<file path="src/rtl/noc_rr_arbiter_if.sv">
// -----------------------------------------------------------------------------
// noc_rr_arbiter_if
//   Bundle of the arbiter's request side, output channel and observability.
//
//   Handshake rule for both channels: a packet moves on a rising clk edge
//   exactly when its valid and ready are both 1 at that edge. A valid packet
//   stays unchanged until it is taken. Ready may depend combinationally on
//   valid. It never waits for valid to be registered first.
//
//   Signals
//     i_data        numPE*TotalWidth  requester k packet at [k*TotalWidth +: TotalWidth]
//     i_data_valid  numPE             requester k offers a packet
//     o_data_ready  numPE             one-hot accept back to the requesters
//     o_data        TotalWidth        registered output packet
//     o_data_valid  1                 o_data holds a packet
//     i_data_ready  1                 downstream takes o_data
//     o_grant_id    IdWidth           requester that loaded the current o_data
//     o_pkt_count   32                packets delivered downstream (wrapping)
//     dbg_locked    1                 burst FSM is LOCKED to dbg_owner
//     dbg_owner     IdWidth           current burst owner (meaningful when locked)
//     dbg_ptr       IdWidth           round-robin search start
//
//   Modports
//     slave   the arbiter
//     master  the requesters plus the downstream sink (the environment)
// -----------------------------------------------------------------------------
interface noc_rr_arbiter_if #(
    parameter int numPE      = 4,
    parameter int TotalWidth = 35
);
    localparam int IdWidth = $clog2(numPE);

    logic [numPE*TotalWidth-1:0] i_data;
    logic [numPE-1:0]            i_data_valid;
    logic [numPE-1:0]            o_data_ready;
    logic [TotalWidth-1:0]       o_data;
    logic                        o_data_valid;
    logic                        i_data_ready;
    logic [IdWidth-1:0]          o_grant_id;
    logic [31:0]                 o_pkt_count;
    logic                        dbg_locked;
    logic [IdWidth-1:0]          dbg_owner;
    logic [IdWidth-1:0]          dbg_ptr;

    modport slave (
        input  i_data, i_data_valid, i_data_ready,
        output o_data_ready, o_data, o_data_valid, o_grant_id, o_pkt_count,
        output dbg_locked, dbg_owner, dbg_ptr
    );

    modport master (
        output i_data, i_data_valid, i_data_ready,
        input  o_data_ready, o_data, o_data_valid, o_grant_id, o_pkt_count,
        input  dbg_locked, dbg_owner, dbg_ptr
    );
endinterface

</file>
<file path="src/rtl/noc_rr_arbiter.sv">
// -----------------------------------------------------------------------------
// noc_rr_arbiter
//   Lets numPE requesters share one NoC output channel. Arbitration is
//   round-robin, with an optional burst lock of up to BurstLen packets per
//   owner. The output stage is a single register and can sustain one packet
//   per cycle. Packets pass through bit for bit. The destination field is
//   never looked at.
//
//   Ports
//     clk   clock, every register updates on its rising edge
//     rst   synchronous, active-high reset; wins over any other event
//     bus   noc_rr_arbiter_if.slave (requests, output channel, debug)
//
//   Burst FSM
//     OPEN    no owner. A load from g locks g. With BurstLen==1 it instead
//             moves ptr past g and stays OPEN.
//     LOCKED  owner keeps the grant while it is valid and burst_cnt<BurstLen.
//             On the last burst packet, or when the owner is idle at a load
//             opportunity, ptr moves past the owner and the FSM reopens.
//             While stalled, nothing changes.
// -----------------------------------------------------------------------------
module noc_rr_arbiter #(
    parameter int numPE        = 4,
    parameter int AddressWidth = 2,
    parameter int DataWidth    = 32,
    parameter int TotalWidth   = 35,
    parameter int BurstLen     = 1
) (
    input  logic              clk,
    input  logic              rst,
    noc_rr_arbiter_if.slave   bus
);
    localparam int IDW   = $clog2(numPE);
    localparam int CNT_W = $clog2(BurstLen + 1);
    localparam logic [CNT_W-1:0] BURST_MAX = CNT_W'(BurstLen);

    // Reject parameter sets that cannot describe a packet layout or a rotation.
    if (numPE < 2) begin : g_bad_num_pe
        $error("noc_rr_arbiter: numPE must be at least 2");
    end
    if (BurstLen < 1) begin : g_bad_burst
        $error("noc_rr_arbiter: BurstLen must be at least 1");
    end
    if (TotalWidth < DataWidth + AddressWidth) begin : g_bad_width
        $error("noc_rr_arbiter: TotalWidth smaller than data plus address fields");
    end

    typedef enum logic {
        S_OPEN   = 1'b0,
        S_LOCKED = 1'b1
    } burst_state_e;

    burst_state_e          state;
    logic [IDW-1:0]        ptr;
    logic [IDW-1:0]        owner;
    logic [CNT_W-1:0]      burst_cnt;

    logic [TotalWidth-1:0] data_q;
    logic                  valid_q;
    logic [IDW-1:0]        id_q;
    logic [31:0]           count_q;

    logic                  can_load;
    logic                  owner_hold;
    logic [IDW-1:0]        search_base;
    logic                  grant_valid;
    logic [IDW-1:0]        grant_idx;
    logic [numPE-1:0]      ready_vec;

    function automatic logic [IDW-1:0] wrap_inc(input logic [IDW-1:0] x);
        if (x == IDW'(numPE - 1)) begin
            return '0;
        end
        return x + 1'b1;
    endfunction

    // The output register can take a new packet when it is empty or being
    // drained in this same cycle.
    assign can_load = !valid_q || bus.i_data_ready;

    // Grant selection. An owner that has dropped valid gives up the lock
    // this cycle. The search then starts just past it, so the others can
    // be served without a dead cycle.
    always_comb begin
        logic [IDW-1:0] cand_idx;
        int             cand;
        owner_hold  = (state == S_LOCKED) && bus.i_data_valid[owner] &&
                      (burst_cnt < BURST_MAX);
        search_base = (state == S_LOCKED) ? wrap_inc(owner) : ptr;
        grant_valid = 1'b0;
        grant_idx   = '0;
        cand        = 0;
        cand_idx    = '0;
        if (owner_hold) begin
            grant_valid = 1'b1;
            grant_idx   = owner;
        end else begin
            // Walk from the far end so the candidate nearest search_base wins.
            for (int i = numPE - 1; i >= 0; i--) begin
                cand = int'(search_base) + i;
                if (cand >= numPE) begin
                    cand = cand - numPE;
                end
                cand_idx = IDW'(cand);
                if (bus.i_data_valid[cand_idx]) begin
                    grant_valid = 1'b1;
                    grant_idx   = cand_idx;
                end
            end
        end
    end

    // Accept is one-hot and purely combinational. It is forced low during
    // reset so nothing is consumed while the state is being cleared.
    always_comb begin
        ready_vec = '0;
        if (!rst && can_load && grant_valid) begin
            ready_vec[grant_idx] = 1'b1;
        end
    end

    always_ff @(posedge clk) begin
        if (rst) begin
            state     <= S_OPEN;
            ptr       <= '0;
            owner     <= '0;
            burst_cnt <= '0;
            data_q    <= '0;
            valid_q   <= 1'b0;
            id_q      <= '0;
            count_q   <= '0;
        end else begin
            if (valid_q && bus.i_data_ready) begin
                count_q <= count_q + 32'd1;
            end

            if (can_load) begin
                // Output register: load the granted packet, or go empty after a drain.
                if (grant_valid) begin
                    data_q  <= bus.i_data[grant_idx*TotalWidth +: TotalWidth];
                    valid_q <= 1'b1;
                    id_q    <= grant_idx;
                end else begin
                    valid_q <= 1'b0;
                end

                // Burst FSM advances only at a load opportunity.
                if (owner_hold) begin
                    if (burst_cnt + 1'b1 == BURST_MAX) begin
                        state     <= S_OPEN;
                        burst_cnt <= '0;
                        ptr       <= wrap_inc(owner);
                    end else begin
                        burst_cnt <= burst_cnt + 1'b1;
                    end
                end else if (grant_valid) begin
                    if (BurstLen == 1) begin
                        state <= S_OPEN;
                        ptr   <= wrap_inc(grant_idx);
                    end else begin
                        state     <= S_LOCKED;
                        owner     <= grant_idx;
                        burst_cnt <= CNT_W'(1);
                    end
                end else if (state == S_LOCKED) begin
                    state     <= S_OPEN;
                    burst_cnt <= '0;
                    ptr       <= wrap_inc(owner);
                end
            end
        end
    end

    assign bus.o_data_ready = ready_vec;
    assign bus.o_data       = data_q;
    assign bus.o_data_valid = valid_q;
    assign bus.o_grant_id   = id_q;
    assign bus.o_pkt_count  = count_q;
    assign bus.dbg_locked   = (state == S_LOCKED);
    assign bus.dbg_owner    = owner;
    assign bus.dbg_ptr      = ptr;
endmodule
</file>
<file path="src/flat_wrapper.sv">
// flat-port wrapper written by rule: the top's interface ports become plain ports
module noc_rr_arbiter_flat 
#(
    parameter int numPE        = 4,
    parameter int AddressWidth = 2,
    parameter int DataWidth    = 32,
    parameter int TotalWidth   = 35,
    parameter int BurstLen     = 1
)
  (clk, rst, bus_i_data, bus_i_data_valid, bus_i_data_ready, bus_o_data_ready, bus_o_data, bus_o_data_valid, bus_o_grant_id, bus_o_pkt_count, bus_dbg_locked, bus_dbg_owner, bus_dbg_ptr);
  noc_rr_arbiter_if #(.numPE(numPE), .TotalWidth(TotalWidth)) bus_i ();
  input  logic clk;
  input  logic rst;
  input wire logic [$bits(bus_i.i_data)-1:0] bus_i_data;
  input wire logic [$bits(bus_i.i_data_valid)-1:0] bus_i_data_valid;
  input wire logic [$bits(bus_i.i_data_ready)-1:0] bus_i_data_ready;
  output wire logic [$bits(bus_i.o_data_ready)-1:0] bus_o_data_ready;
  output wire logic [$bits(bus_i.o_data)-1:0] bus_o_data;
  output wire logic [$bits(bus_i.o_data_valid)-1:0] bus_o_data_valid;
  output wire logic [$bits(bus_i.o_grant_id)-1:0] bus_o_grant_id;
  output wire logic [$bits(bus_i.o_pkt_count)-1:0] bus_o_pkt_count;
  output wire logic [$bits(bus_i.dbg_locked)-1:0] bus_dbg_locked;
  output wire logic [$bits(bus_i.dbg_owner)-1:0] bus_dbg_owner;
  output wire logic [$bits(bus_i.dbg_ptr)-1:0] bus_dbg_ptr;
  assign bus_i.i_data = bus_i_data;
  assign bus_i.i_data_valid = bus_i_data_valid;
  assign bus_i.i_data_ready = bus_i_data_ready;
  assign bus_o_data_ready = bus_i.o_data_ready;
  assign bus_o_data = bus_i.o_data;
  assign bus_o_data_valid = bus_i.o_data_valid;
  assign bus_o_grant_id = bus_i.o_grant_id;
  assign bus_o_pkt_count = bus_i.o_pkt_count;
  assign bus_dbg_locked = bus_i.dbg_locked;
  assign bus_dbg_owner = bus_i.dbg_owner;
  assign bus_dbg_ptr = bus_i.dbg_ptr;
  noc_rr_arbiter #(.numPE(numPE), .AddressWidth(AddressWidth), .DataWidth(DataWidth), .TotalWidth(TotalWidth), .BurstLen(BurstLen)) u_core (.clk(clk), .rst(rst), .bus(bus_i));
endmodule
</file>
<file path="config.mk">
export PLATFORM = sky130hd
export DESIGN_NAME = noc_rr_arbiter_flat
export DESIGN_NICKNAME = d
export VERILOG_FILES = /design/src/rtl/noc_rr_arbiter_if.sv /design/src/rtl/noc_rr_arbiter.sv /design/src/flat_wrapper.sv
export SDC_FILE = /design/constraint.sdc
export NUM_CORES = 1
export LEC_CHECK = 0
export ABC_AREA = 1
export CORE_ASPECT_RATIO = 1.2
export CORE_MARGIN = 2
export CORE_UTILIZATION = 25
export DETAILED_ROUTE_END_ITERATION = 8
export GPL_TIMING_DRIVEN = 0
export REMOVE_ABC_BUFFERS = 1
export SYNTH_ARGS = -nofsm -noshare
export SYNTH_HDL_FRONTEND = slang
export SYNTH_SLANG_ARGS = --single-unit
</file>
<file path="constraint.sdc">
create_clock -name clk -period 2.9 [get_ports clk]
set_input_delay 0.58 -clock clk [delete_from_list [all_inputs] [get_ports clk]]
set_output_delay 0.58 -clock clk [all_outputs]
set_load 0.01 [all_outputs]
</file>
==> summary.md, run 1 <==
| Metric | Value |
|---|---|
| Outcome | `completed` |
| # clock sinks | `72` |
| Reg2reg setup slack | `0.40 ns` |
| Total gr overflow | `0` |
| Share of the cycle needed by the critical path after routing | `0.956` |
| Vias in the first global route | `5558` |
| Syn Area/Cell | `6.14 um2` |
| Clock slew seen by the registers of the worst setup and hold paths | `0.06 ns` |
| Total leakage power | `3.14 nW` |
| Int Power | `3.84 mW` |
| # nets final | `1085` |
| Height of the die | `148 um` |
| Arrival @ worst endpoint | `2.19 ns` |
| Combinational Power Share | `0.661` |
| Met3 usage | `0.0521` |
| Port bufs | `222` |
| Core Footprint | `16900 um2` |
| CP max stage delay | `0.35 ns` |
| Async SR Flop Fraction | `0` |
| Antenna-violating nets left | `0` |
| # fillers | `1734` |
| Sequential Power Share | `0.184` |
| Die Width | `124 um` |
| Hpwl dp | `11500 um` |
| Mapped Cells | `701` |
| # DRC | `0` |
| Most used DFF post-synth | `dfxtp_1` |
| Pre-CTS WS | `-1.86 ns` |
| CTS H-tree depth | `3` |
| GPL Wtd Cong | `0.853` |
| Final setup vio count | `0` |
| Crit-path cells | `inv_1 -> nand2_1 -> nand2_1 -> nand2_2 -> nand2_4 -> buf_12 -> nand2_8 -> nand2_8 -> nand2_8 -> buf_16 -> nand2_8 -> inv_2 -> ha_1 -> inv_1 -> nor2_1 -> buf_2` |
| Yosys warning count | `0` |
| Fmax | `361 MHz` |
| Slew @ Worst Pin | `0.909 ns` |
| Flops & latches, synth | `72` |
| I/O pin total | `226` |
| Worst hold start | `u_core.bus.o_data[28]$_SDFFE_PP0P_` |
| Post-synth cell types | `30` |
| Synth Area in Simple Gates | `0.493` |
| CP Data Required Time | `2.32 ns` |
| Share of cells above drive strength 1 | `0.108` |
| Post-Synth XOR/XNOR Area | `0.0122` |
| Busiest grt layer | `met2` |
| Switching power | `3.48 mW` |
| Crit-path slowest cell | `dfxtp_2` |
| Synthesized area | `4310 um2` |
| Vias per cell | `4.84` |
| Met2 usage | `0.375` |
| Synth top area cells | `dfxtp_1 33%, nand3_1 22%, nand2_1 19%` |
| Initial antenna violation count | `1` |
| Final worst slack | `0.128 ns` |
| Final hold violation count | `0` |
| Clock Tree Root | `clkbuf_16` |
| Reg area | `1450 um2` |
| Final core occ | `0.450` |
| Synth top cells by count | `221 x nand2_1, 188 x nand3_1, 72 x dfxtp_1` |
| Die area | `18300 um2` |
| Crit path from | `u_core.bus.dbg_ptr[1]$_SDFFE_PP0P_` |
| DR vias | `5600` |
| Bufs on Longest Clock Path | `2` |
| Initial Util | `0.255` |
| Antenna Cells | `0` |
| Pwr Total | `7.32 mW` |
| # rows | `52` |
| Type of element capturing the critical path | `output port` |
| Synth-to-layout area growth | `76.1%` |
| Switching Fraction | `0.476` |
| Minimum clock period | `2.77 ns` |
| Post-synth top area cell | `dfxtp_1` |
| WL per Instance | `17.1 um` |
| Post-synthesis mux area share | `0` |
| Main combinational cell family by area after synthesis | `simple AND/OR/NAND/NOR gates` |
| Area fraction of the dominant cell type after synthesis | `0.335` |
| Unrepaired setup endpoints after global routing | `false` |
| CP startpoint kind | `flop` |
| GRT Overall Usage | `0.220` |
| Number of DRC markers in iteration 0 | `332` |
| Power Density | `966 nW/um2` |
| First-pass GRT wire length | `30400 um` |
| Reg2reg start | `u_core.bus.dbg_ptr[1]$_SDFFE_PP0P_` |
| Post-synthesis sequential area ratio | `0.335` |
| Final max-slew violation count | `0` |
| Total Routed Length | `19700 um` |
| Worst min-delay path class | `reg2reg` |
| Worst rel slew slack | `0.394` |
| Multi-input logic area | `2720 um2` |
| Pre-antenna DRT Iters | `4` |
| Count leader, synth | `nand2_1` |
| Worst-Skew Late Latency | `0.34 ns` |
| Hold Slack | `0.446 ns` |
| Clock share of power | `0.155` |
| CP max FO | `7` |
| Final Skew | `0.00878 ns` |
| Post-synth EDFFs | `0` |
| Compound-Gate Fraction of Synth Area | `0.0564` |
| M1 GR Usage | `0.262` |
| Max-Cap Viols | `0` |
| CP dominant cell by count | `nand2_8` |
| Largest net degree at the start of global routing | `38` |
| Total CTS buffers | `9` |
| Post-Synth Adder-Cell Area | `0.00581` |
| Crit Path Category | `reg2out` |
| TritonCTS clock tree | `done` |
| Peak supply drop | `513 uV` |
[through the flow]
step,area [um2],TNS [ns],std cells
after floorplan,4080,-30.97,659
after global placement,6570,-131.51,1097
after detailed placement,6670,-37.30,1100
after CTS,7550,-0.00514,1157
after global routing,7580,0,1157
final,7580,0,1157
[registers in the layout (all words and copies together), names as in the netlist]
| name | flops |
|---|---|
| u_core.bus.o_pkt_count | 32 |
| u_core.bus.o_data_valid | 1 |
| u_core.bus.o_data | 35 |
| u_core.bus.o_grant_id | 2 |
| u_core.bus.dbg_ptr | 2 |
[critical path, delay by kind of cell (launching register included)]
kind | cells | cell delay, ns
adders and majority gates | 1 | 0.18
and+or+nand+nor | 9 | 0.69
buffers and inverters | 6 | 0.61
DFF | 1 | 0.35
[per-layer routing]
metal  up-vias  wire, um
met1      2527      8180
met2       233      9420
met4         2       626
met5         -        11
li1       2796         -
met3        42      1510
[cell type report]
type / instances / area share
multi-input combinational: 545 / 0.359
timing repair buffer: 258 / 0.347
sequential: 72 / 0.191
tap: 216 / 0.0357
clock buffer: 11 / 0.0320
inverter: 49 / 0.0274
clock inverter: 5 / 0.00743
timing repair inverter: 1 / 0.00116
[final timing paths]
kind / to / cells after the start
min reg2reg: u_core.bus.o_data[28]$_SDFFE_PP0P_ / 2
max reg2reg: u_core.bus.o_data[19]$_SDFFE_PP0P_ / 15
max: bus_o_data_ready[3] / 16
min: u_core.bus.o_data[28]$_SDFFE_PP0P_ / 2
[repair_timing]
| item | CTS | global route |
|---|---|---|
| hold endpoints to repair | 0 | 0 |
| cloned | 11 | 0 |
| hold buffers | 0 | 0 |
| setup endpoints to repair | 42 | 30 |
| resized for setup | 63 | 13 |
| setup buffers | 30 | 0 |
| pin swaps | 16 | 7 |
[power by group through the flow]
stage,sequential [mW],combinational [mW],clock [mW]
2_1_floorplan,1.43,1.96,0
4_1_cts,1.34,4.84,1.16
6_report,1.35,4.84,1.14
3_3_place_gp,1.35,3.47,0
3_5_place_dp,1.35,3.55,0
5_1_grt,1.37,5.24,1.21
[kinds of logic after synthesis]
| logic type | Yosys count |
|---|---|
| simple gates | 483 |
| buf+inv | 93 |
| flops | 72 |
| compound gates | 44 |
| xor+xnor | 6 |
| fa+ha+maj | 2 |
| other cells | 1 |
[cells in the final DEF, fill, tap and decap left out, types with 3 or more instances in the layout]
cell type,n
bufbuf_16,3
buf_4,27
nand2_1,203
nand2_8,5
a21oi_1,18
nor3_1,19
nor2_1,35
nor3b_1,3
nand3_4,3
inv_1,41
dlygate4sd2_1,3
nand2_4,8
clkbuf_16,10
xor2_1,6
dfxtp_1,70
nand3_1,187
buf_2,4
conb_1,3
o21ai_1,7
nand2_2,11
o21ai_0,12
nand4_1,8
inv_2,6
clkdlybuf4s50_1,213
buf_12,3
Power figures use the tool's default switching activity.
==> inputs of run 2 (changes only) <==
--- a/config.mk
+++ b/config.mk
@@ -7,11 +7,12 @@
 export LEC_CHECK = 0
 export ABC_AREA = 1
 export CORE_ASPECT_RATIO = 1.2
-export CORE_MARGIN = 2
+export CORE_MARGIN = 5
 export CORE_UTILIZATION = 25
 export DETAILED_ROUTE_END_ITERATION = 8
 export GPL_TIMING_DRIVEN = 0
 export REMOVE_ABC_BUFFERS = 1
+export SKIP_LAST_GASP = 1
 export SYNTH_ARGS = -nofsm -noshare
 export SYNTH_HDL_FRONTEND = slang
 export SYNTH_SLANG_ARGS = --single-unit
==> summary.md, run 2 (synthesis gave the netlist of run 1 again) <==
| Metric | Value |
|---|---|
| Hold Slack | `0.451 ns` |
| Type of element capturing the critical path | `output port` |
| WL per Instance | `17.8 um` |
| Minimum clock period | `2.76 ns` |
| CP dominant cell by count | `nand2_8` |
| Largest net degree at the start of global routing | `36` |
| Share of cells above drive strength 1 | `0.0957` |
| Setup TNS | `0 ns` |
| Commonest non-fill, non-tap cell in the layout | `clkdlybuf4s50_1` |
| # clock sinks | `72` |
| CP Data Required Time | `2.32 ns` |
| Synth-to-layout area growth | `73.7%` |
| Crit-path cells | `inv_4 -> nand2_1 -> nand3_2 -> nand2_1 -> inv_1 -> nand2_8 -> nand2_8 -> nand2_8 -> nand2_8 -> buf_12 -> inv_2 -> ha_1 -> inv_1 -> nor2_1 -> buf_2` |
| Total gr overflow | `0` |
| Height of the die | `154 um` |
| Final Skew | `0.00834 ns` |
| Final max-slew violation count | `0` |
| Outcome | `completed` |
| CTS H-tree depth | `3` |
| Final setup vio count | `0` |
| Pre-antenna DRT Iters | `4` |
| DR vias | `5533` |
| Worst min-delay path class | `reg2reg` |
| Number of DRC markers in iteration 0 | `203` |
| Total leakage power | `3.10 nW` |
| Die area | `20000 um2` |
| Max-Cap Viols | `0` |
| Crit Path Category | `reg2out` |
| # fillers | `1804` |
| Peak supply drop | `487 uV` |
| # DRC | `0` |
| Crit path buffers/inverters | `6` |
| # hold bufs at CTS | `0` |
| Power Density | `965 nW/um2` |
| Total Routed Length | `20400 um` |
| Port bufs | `222` |
| First-pass GRT wire length | `30500 um` |
| GRT Overall Usage | `0.199` |
| Total CTS buffers | `9` |
| Design area | `7480 um2` |
| Max FFs per register | `35` |
| CP max stage delay | `0.38 ns` |
| CP max FO | `11` |
| Fmax | `362 MHz` |
| Initial Util | `0.255` |
| Bufs on Longest Clock Path | `2` |
| Core Footprint | `16900 um2` |
| GPL Wtd Cong | `0.838` |
| Placed Area | `6700 um2` |
| Vias in the first global route | `5352` |
| Clock slew seen by the registers of the worst setup and hold paths | `0.06 ns` |
| Final hold violation count | `0` |
| Arrival @ worst endpoint | `2.18 ns` |
| I/O pin total | `226` |
| Antenna-violating nets left | `0` |
| Vias per cell | `4.83` |
| TritonCTS clock tree | `done` |
| Unrepaired setup endpoints after global routing | `false` |
| Cell family with most CP delay | `simple AND/OR/NAND/NOR gates` |
| CP startpoint kind | `flop` |
| # nets final | `1074` |
| Most frequent cells in the layout | `213 x clkdlybuf4s50_1, 205 x nand2_1, 186 x nand3_1, 70 x dfxtp_1, 42 x inv_1` |
| Crit-path slowest cell | `dfxtp_4` |
| Initial antenna violation count | `0` |
| Share of the cycle needed by the critical path after routing | `0.953` |
| Slew @ Worst Pin | `0.911 ns` |
| # rows | `52` |
| Die Width | `130 um` |
| Worst rel slew slack | `0.393` |
| Antenna Cells | `0` |
| Worst-Skew Late Latency | `0.34 ns` |
| Hpwl dp | `12500 um` |
| Clock Tree Root | `clkbuf_16` |
run 2: cell types whose count changed in the layout (fill, tap and decap cells not counted), moves of 2 or more:
cell / before / now
nand2_2: 11 / 8
dlymetal6s2s_1: 2 / 4
nand2_1: 203 / 205
clkinvlp_4: 1 / 3
buf_4: 27 / 18
dlygate4sd2_1: 3 / 1
nand3_2: 1 / 4
nand3_4: 3 / 1
run 2: layout make-up:
type	count	area, um2	share of cell area
Clock inverter	5	32.5	0.00435
Inverter	49	203	0.0271
Timing Repair inverter	1	8.76	0.00117
Timing Repair Buffer	248	2570	0.343
Multi-Input combinational cell	544	2710	0.362
Tap cell	216	270	0.0361
Clock buffer	11	243	0.0325
Sequential cell	72	1450	0.193
run 2: layer usage:
layer / vias to the layer above / wire length [um] / global-route usage
met3: 23 / 1730 / 0.0611
met5: - / 0 / 0
met1: 2528 / 8280 / 0.237
met4: 0 / 335 / 0.0554
li1: 2774 / - / -
met2: 208 / 10000 / 0.344
run 2: worst paths after layout:
kind | cells after the start | start | to | slack, ns
worst min-delay path | 2 | u_core.bus.o_data[19]$_SDFFE_PP0P_ | u_core.bus.o_data[19]$_SDFFE_PP0P_ | 0.45
worst max register to register | 12 | u_core.bus.dbg_ptr[0]$_SDFFE_PP0P_ | u_core.bus.o_data[23]$_SDFFE_PP0P_ | 0.40
worst min register to register | 2 | u_core.bus.o_data[19]$_SDFFE_PP0P_ | u_core.bus.o_data[19]$_SDFFE_PP0P_ | 0.45
worst max-delay path | 15 | u_core.bus.dbg_ptr[0]$_SDFFE_PP0P_ | bus_o_data_ready[3] | 0.14
run 2: worst min-delay path: stages, from the launching register on:
cell and delay, ns:
dfxtp_1 0.31, nand2_1 0.06, nand2_1 0.04
run 2: timing repair:
item | 4_1_cts | 5_1_grt
resized for setup | 49 | 18
cloned | 11 | 0
buffers inserted | 19 | 0
pin swaps | 16 | 9
setup endpoints to repair | 42 | 24
run 2: where the power goes:
group          switching, mW  internal, mW  leakage [nW]
logic                   2.84          1.97          2.38
clock network          0.456         0.600         0.128
registers              0.133          1.21         0.591
total                   3.43          3.78          3.10
run 2: through the flow:
| step | worst slack (ns) | cells | power (mW) | util |
|---|---|---|---|---|
| finish | 0.136 | 1146 | 7.22 | 0.442 |
| global route | 0.0368 | 1146 | 7.75 | 0.442 |
| CTS | -0.0754 | 1146 | 7.23 | 0.439 |
| detailed placement | -1.86 | 1101 | 4.96 | 0.396 |
| global placement | -3.97 | 1097 | 4.85 | 0.388 |
| floorplan | -1.28 | 659 | 3.40 | - |
